$ cat src/rtl/fifo_wr_arbiter_if.sv
// Bundle between the producer agents, the FIFO write port and the write arbiter.
interface fifo_wr_arbiter_if #(
    parameter int NUM_REQ    = 4,
    parameter int DATA_WIDTH = 16
);
    logic [NUM_REQ-1:0]            req;
    logic [NUM_REQ*DATA_WIDTH-1:0] req_data;
    logic [NUM_REQ-1:0]            done;
    logic [NUM_REQ-1:0]            gnt;
    logic                          fifo_full;
    logic                          fifo_wr_ack;
    logic                          fifo_overflow;
    logic                          fifo_wr_en;
    logic [DATA_WIDTH-1:0]         fifo_data_in;
    logic                          busy;
    logic [7:0]                    retry_cnt;
    logic                          proto_err;

    // Arbiter side
    modport master (
        input  req, req_data, fifo_full, fifo_wr_ack, fifo_overflow,
        output done, gnt, fifo_wr_en, fifo_data_in, busy, retry_cnt, proto_err
    );

    // Producer / FIFO side
    modport slave (
        output req, req_data, fifo_full, fifo_wr_ack, fifo_overflow,
        input  done, gnt, fifo_wr_en, fifo_data_in, busy, retry_cnt, proto_err
    );
endinterface

$ cat src/rtl/fifo_wr_arbiter.sv
// Round-robin arbiter sharing one FIFO write port among NUM_REQ producers.
// Each write runs IDLE (grant) -> ISSUE (wr_en high) -> WAIT (judge response);
// an overflowed write is locked and re-issued for the same owner.
module fifo_wr_arbiter #(
    parameter int  NUM_REQ    = 4,
    parameter int  DATA_WIDTH = 16,
    localparam int IDX_W      = $clog2(NUM_REQ)
) (
    input logic               clk,
    input logic               rst_n,
    fifo_wr_arbiter_if.master bus
);
    typedef enum logic [1:0] {IDLE = 2'd0, ISSUE = 2'd1, WAIT = 2'd2} state_t;

    state_t                 state;
    logic [IDX_W-1:0]       last;
    logic [IDX_W-1:0]       owner;
    logic [IDX_W-1:0]       pick;
    logic [DATA_WIDTH-1:0]  pick_data;
    logic                   lock;
    logic [NUM_REQ-1:0]     gnt;
    logic [NUM_REQ-1:0]     done;
    logic                   wr_en;
    logic [DATA_WIDTH-1:0]  data;
    logic                   busy;
    logic [7:0]             retry_cnt;
    logic                   proto_err;

    function automatic logic [7:0] sat_inc(input logic [7:0] v);
        return (v == 8'hFF) ? v : v + 8'd1;
    endfunction

    function automatic logic [NUM_REQ-1:0] one_hot(input logic [IDX_W-1:0] i);
        logic [NUM_REQ-1:0] v;
        v    = '0;
        v[i] = 1'b1;
        return v;
    endfunction

    // First asserted request after 'from' in rotation; scanned backwards so the
    // nearest candidate is the one that sticks.
    function automatic logic [IDX_W-1:0] next_owner(input logic [NUM_REQ-1:0] r,
                                                    input logic [IDX_W-1:0]   from);
        logic [IDX_W-1:0] sel;
        logic [IDX_W-1:0] ci;
        int               c;
        sel = from;
        for (int k = NUM_REQ; k >= 1; k--) begin
            c  = (int'(from) + k) % NUM_REQ;
            ci = IDX_W'(c);
            if (r[ci]) sel = ci;
        end
        return sel;
    endfunction

    // Candidate owner and its data slice for the next grant decision
    always_comb begin
        pick      = next_owner(bus.req, last);
        pick_data = DATA_WIDTH'(bus.req_data >> (DATA_WIDTH * int'(pick)));
    end

    // Write sequencer: grant, issue, judge the FIFO response
    always_ff @(posedge clk or negedge rst_n) begin
        if (!rst_n) begin
            state     <= IDLE;
            last      <= IDX_W'(NUM_REQ - 1);
            owner     <= '0;
            lock      <= 1'b0;
            gnt       <= '0;
            done      <= '0;
            wr_en     <= 1'b0;
            data      <= '0;
            busy      <= 1'b0;
            retry_cnt <= 8'd0;
            proto_err <= 1'b0;
        end else begin
            done <= '0;
            case (state)
                IDLE: begin
                    // A locked retry reuses owner and data already held in 'data'
                    if (!bus.fifo_full && (lock || (|bus.req))) begin
                        if (!lock) begin
                            owner <= pick;
                            gnt   <= one_hot(pick);
                            data  <= pick_data;
                        end
                        wr_en <= 1'b1;
                        busy  <= 1'b1;
                        state <= ISSUE;
                    end
                end
                ISSUE: begin
                    wr_en <= 1'b0;
                    state <= WAIT;
                end
                WAIT: begin
                    state <= IDLE;
                    busy  <= 1'b0;
                    if (bus.fifo_overflow && !bus.fifo_wr_ack) begin
                        lock      <= 1'b1;
                        retry_cnt <= sat_inc(retry_cnt);
                    end else begin
                        // Neither or both flags is a FIFO protocol fault; complete anyway
                        if (bus.fifo_overflow == bus.fifo_wr_ack) proto_err <= 1'b1;
                        done <= one_hot(owner);
                        last <= owner;
                        lock <= 1'b0;
                        gnt  <= '0;
                    end
                end
                default: state <= IDLE;
            endcase
        end
    end

    assign bus.gnt          = gnt;
    assign bus.done         = done;
    assign bus.fifo_wr_en   = wr_en;
    assign bus.fifo_data_in = data;
    assign bus.busy         = busy;
    assign bus.retry_cnt    = retry_cnt;
    assign bus.proto_err    = proto_err;
endmodule

$ cat src/flat_wrapper.sv
// flat-port wrapper written by rule: the top's interface ports become plain ports
module fifo_wr_arbiter_flat 
#(
    parameter int  NUM_REQ    = 4,
    parameter int  DATA_WIDTH = 16,
    localparam int IDX_W      = $clog2(NUM_REQ)
)
  (clk, rst_n, bus_req, bus_req_data, bus_fifo_full, bus_fifo_wr_ack, bus_fifo_overflow, bus_done, bus_gnt, bus_fifo_wr_en, bus_fifo_data_in, bus_busy, bus_retry_cnt, bus_proto_err);
  fifo_wr_arbiter_if #(.NUM_REQ(NUM_REQ), .DATA_WIDTH(DATA_WIDTH)) bus_i ();
  input logic clk;
  input logic rst_n;
  input wire logic [$bits(bus_i.req)-1:0] bus_req;
  input wire logic [$bits(bus_i.req_data)-1:0] bus_req_data;
  input wire logic [$bits(bus_i.fifo_full)-1:0] bus_fifo_full;
  input wire logic [$bits(bus_i.fifo_wr_ack)-1:0] bus_fifo_wr_ack;
  input wire logic [$bits(bus_i.fifo_overflow)-1:0] bus_fifo_overflow;
  output wire logic [$bits(bus_i.done)-1:0] bus_done;
  output wire logic [$bits(bus_i.gnt)-1:0] bus_gnt;
  output wire logic [$bits(bus_i.fifo_wr_en)-1:0] bus_fifo_wr_en;
  output wire logic [$bits(bus_i.fifo_data_in)-1:0] bus_fifo_data_in;
  output wire logic [$bits(bus_i.busy)-1:0] bus_busy;
  output wire logic [$bits(bus_i.retry_cnt)-1:0] bus_retry_cnt;
  output wire logic [$bits(bus_i.proto_err)-1:0] bus_proto_err;
  assign bus_i.req = bus_req;
  assign bus_i.req_data = bus_req_data;
  assign bus_i.fifo_full = bus_fifo_full;
  assign bus_i.fifo_wr_ack = bus_fifo_wr_ack;
  assign bus_i.fifo_overflow = bus_fifo_overflow;
  assign bus_done = bus_i.done;
  assign bus_gnt = bus_i.gnt;
  assign bus_fifo_wr_en = bus_i.fifo_wr_en;
  assign bus_fifo_data_in = bus_i.fifo_data_in;
  assign bus_busy = bus_i.busy;
  assign bus_retry_cnt = bus_i.retry_cnt;
  assign bus_proto_err = bus_i.proto_err;
  fifo_wr_arbiter #(.NUM_REQ(NUM_REQ), .DATA_WIDTH(DATA_WIDTH)) u_core (.clk(clk), .rst_n(rst_n), .bus(bus_i));
endmodule
$ cat config.mk
export PLATFORM = sky130hd
export DESIGN_NAME = fifo_wr_arbiter_flat
export DESIGN_NICKNAME = d
export VERILOG_FILES = /design/src/rtl/fifo_wr_arbiter_if.sv /design/src/rtl/fifo_wr_arbiter.sv /design/src/flat_wrapper.sv
export SDC_FILE = /design/constraint.sdc
export NUM_CORES = 1
export LEC_CHECK = 0
export CAP_MARGIN = 20
export CORE_MARGIN = 1.5
export CORE_UTILIZATION = 44
export CTS_CLUSTER_SIZE = 20
export DETAILED_ROUTE_END_ITERATION = 10
export GPL_ROUTABILITY_DRIVEN = 0
export GPL_TIMING_DRIVEN = 0
export PLACE_DENSITY = 0.93
export SETUP_SLACK_MARGIN = 0.1
export SLEW_MARGIN = 40
export SYNTH_ARGS = -nofsm -noshare
export SYNTH_HDL_FRONTEND = slang
export SYNTH_SLANG_ARGS = --single-unit
$ cat constraint.sdc
create_clock -name clk -period 5.5 [get_ports clk]
set_input_delay 1.65 -clock clk [delete_from_list [all_inputs] [get_ports clk]]
set_output_delay 1.65 -clock clk [all_outputs]
set_load 0.05 [all_outputs]
==> impl_results.md <==
- Status: completed
- Gr usage total: 0.220
- CP Depth: 7
- DRT Wirelength: ~6.3 mm
- Commonest non-fill, non-tap cell in the layout: clkdlybuf4s50_1
- Max Slew Vio Count: 0
- CTS sink count: 42
- H-tree depth: 2
- CP arrival: 3.50 ns
- PostCTS Resize Cnt: 0
- Max Root-Sink Buffers: 2
- Die Area: 0.00566 mm^2
- Tightest Pin Transition: around 0.71 ns
- Synth Cell Area: around 0.0023 mm^2
- Vias: 2,245
- YS warnings: 0
- Post-route antenna net violation count: 0
- Cell row count: 26
- Filler Cells Inserted: approximately 400
- Initial antenna violation count: 0
- Share of the synthesized area in the top cell type: 0.436
- DR DRC count: 0
- Hold path depth: 1
- Post-synthesis register bit count: 42
- CP startpoint kind: input pin
- Critical Setup Path Class: in2reg
- Initial core utilization: 0.453
- Clock-pin slew of the registers on the worst-case setup and hold paths: ~0.080 ns
- Postcts setup bufs: 0
- Die X: 75.3 um
- DP Worst Slack: 1.86 ns
- VDD IR max: between 0.0002 and 0.0003 V
- Seq/Total Area, Yosys: 0.459
- Most frequent cells in the layout: 103 x clkdlybuf4s50_1, 40 x dfrtp_1, 37 x nand3_1, 21 x nor2_1, 21 x nand2_1
- IO Port Bufs: between 100 and 150
- Vias per cell: 5.44
- R2R depth: 8
- Cell chain of the critical path: clkdlybuf4s50_1 -> and4bb_1 -> a211oi_2 -> o21ai_2 -> buf_6 -> a221oi_2 -> a31oi_1
- Lkg Pwr: about 1.5 nW
- Setup violations, final: 0
- Layout cells sized above 1: 0.146
- Placeable Area: a little over 0.005 mm^2
- First-pass GRT wire length: around 9.4 mm
- Critical Path RT: between 5 and 6 ns
- Worst slew margin: 0.526
- HPWL after detailed placement: about 4.7 mm
- Cts bufs inserted: 5
- Cell family with most CP delay: buffers and inverters
- WP buf/inv: 2
- Min Tclk post-route: roughly 3.3 ns
- Final period util: 0.605
- Die Ht: around 75 um
- Multi-input logic area: 0.00107 mm^2
- Cell taking the most area after synthesis: dfrtp_1
- Largest net degree at the start of global routing: 43
- Hold buffer count at cts: 0
- Seq. cell area: 0.00105 mm^2
- Final number of hold-violating endpoints: 0
- Finished layout cell area: 0.00351 mm^2
- Worst-Skew Late Latency: 0.30 ns
- Vias in the first global route: around 2,000
- CTS tree: built
- Ports: ~110
- Root Driver: clkbuf_8
- DRT Pass-1 Iters: 4
- Hold WC Path Type: reg2reg
- Skew final: between 0.004 and 0.005 ns
- RSZ-0062 raised after global routing: false
- Crit-path slowest cell: clkdlybuf4s50_1
- Syn avg cell area: ~9.9 um^2
- Synth area leaders: dfrtp_1 44%, nand3_1 8.1%, a221oi_2 7.8%, a31oi_1 4.6%, nand2_1 3.4%
- Crit path max fanout: 10
- FFs w/ async S/R, synth: 1.00
- DR iter-0 viols: approximately 110
- Mapped Nets: approximately 300
- Post-synth EDFFs: 0
- Max-cap violations: 0
- Total gr overflow: 0
- Critical Path Max Stage Delay: 0.60 ns
- Synthesis-to-layout area growth: 52.8%
- TNS Setup: 0 ns
- Pwr dens: between 400 and 500 mW/mm^2
- Peak Freq: around 300 MHz
- PnR worst setup slack: 2.17 ns
- Distinct cells, synth: between 40 and 50
- Post-synth top flop: dfrtp_1
- Placed Area: 0.00342 mm^2
- Final net count: 417
- Post-Syn Instances: ~230
- Worst Setup End Kind: register
- Antenna cells: 0
- Wirelength per Cell: 15.3 um
## flip-flops by register name (all words and copies together) (netlist names)
name                     count
u_core.owner                 2
u_core.bus.fifo_wr_en        1
u_core.bus.busy              1
u_core.bus.fifo_data_in     16
u_core.state                 2
u_core.bus.proto_err         1
u_core.bus.done              4
u_core.lock                  1
u_core.bus.retry_cnt         8
u_core.last                  2
u_core.bus.gnt               4
## final cells by class
class | count | area share
Buffer | 20 | 0.0431
Clock buffer | 6 | 0.0207
Timing Repair Buffer | 104 | 0.296
Inverter | 5 | 0.00535
Tap cell | 70 | 0.0250
Clock inverter | 2 | 0.00392
Sequential cell | 42 | 0.300
Multi-Input combinational cell | 164 | 0.306
## Yosys cell counts (2+ instances only)
cell type and number:
buf_6 4, dfrtp_1 40, nand4_1 3, nor2b_1 2, a221oi_2 12, dfstp_2 2, buf_2 6, o21ai_0 8
a221oi_1 4, nor3_1 3, a21oi_1 2, nand3_1 37, xnor2_1 4, a31oi_1 17, nand2_1 21, nor2_1 21
inv_1 5, ha_1 2, xor2_1 3, and3_1 3, clkbuf_1 3, buf_4 6
## per-stage QoR
| step | utilization | instances | total power, mW | hold WS, ns |
|---|---|---|---|---|
| 2_1_floorplan | - | 231 | 1.18 | 0.456 |
| 3_3_place_gp | 0.675 | 405 | 1.51 | 0.441 |
| 3_5_place_dp | 0.675 | 405 | 1.53 | 0.458 |
| 4_1_cts | 0.692 | 413 | 1.73 | 0.478 |
| 5_1_grt | 0.692 | 413 | 1.82 | 0.500 |
| 6_report | 0.692 | 413 | 1.72 | 0.469 |
## logic make-up (layout without fill, tap and decap cells)
family | count (synthesis) | after routing | synth area share
and+or+nand+nor | 102 | 102 | 0.223
DFF | 42 | 42 | 0.459
buffers and inverters | 25 | 137 | 0.0741
adders and majority gates | 2 | 2 | 0.0109
xor gates and xnor gates | 7 | 7 | 0.0267
AOI/OAI and AO/OA | 51 | 51 | 0.198
muxes | 2 | 2 | 0.00926
## metal layers
metal,track usage,vias to the layer above,share of wire
met5,0,-,0
met4,0.0813,0,0.011
met3,0.0602,7,0.055
met2,0.360,71,0.52
met1,0.282,1103,0.41
li1,-,1064,-
## power breakdown
| part | total [mW] | internal, mW | switching (mW) |
|---|---|---|---|
| combinational | 1.03 | 0.376 | 0.657 |
| sequential | 0.490 | 0.421 | 0.0687 |
| clock | 0.200 | 0.0897 | 0.111 |
## path summary, 6_finish.rpt
path | from | endpoint | slack (ns)
min reg2reg | u_core.bus.proto_err | u_core.bus.proto_err | 0.47
max reg2reg | u_core.last[1] | u_core.bus.fifo_data_in[5] | 3.48
min in group asynchronous | rst_n | u_core.bus.fifo_data_in[4] | 1.34
min | u_core.bus.proto_err | u_core.bus.proto_err | 0.47
max in group asynchronous | rst_n | u_core.last[0] | 3.79
max | bus_req[0] | u_core.bus.fifo_data_in[5] | 2.17
No activity file was read; power rests on OpenSTA's default activity.
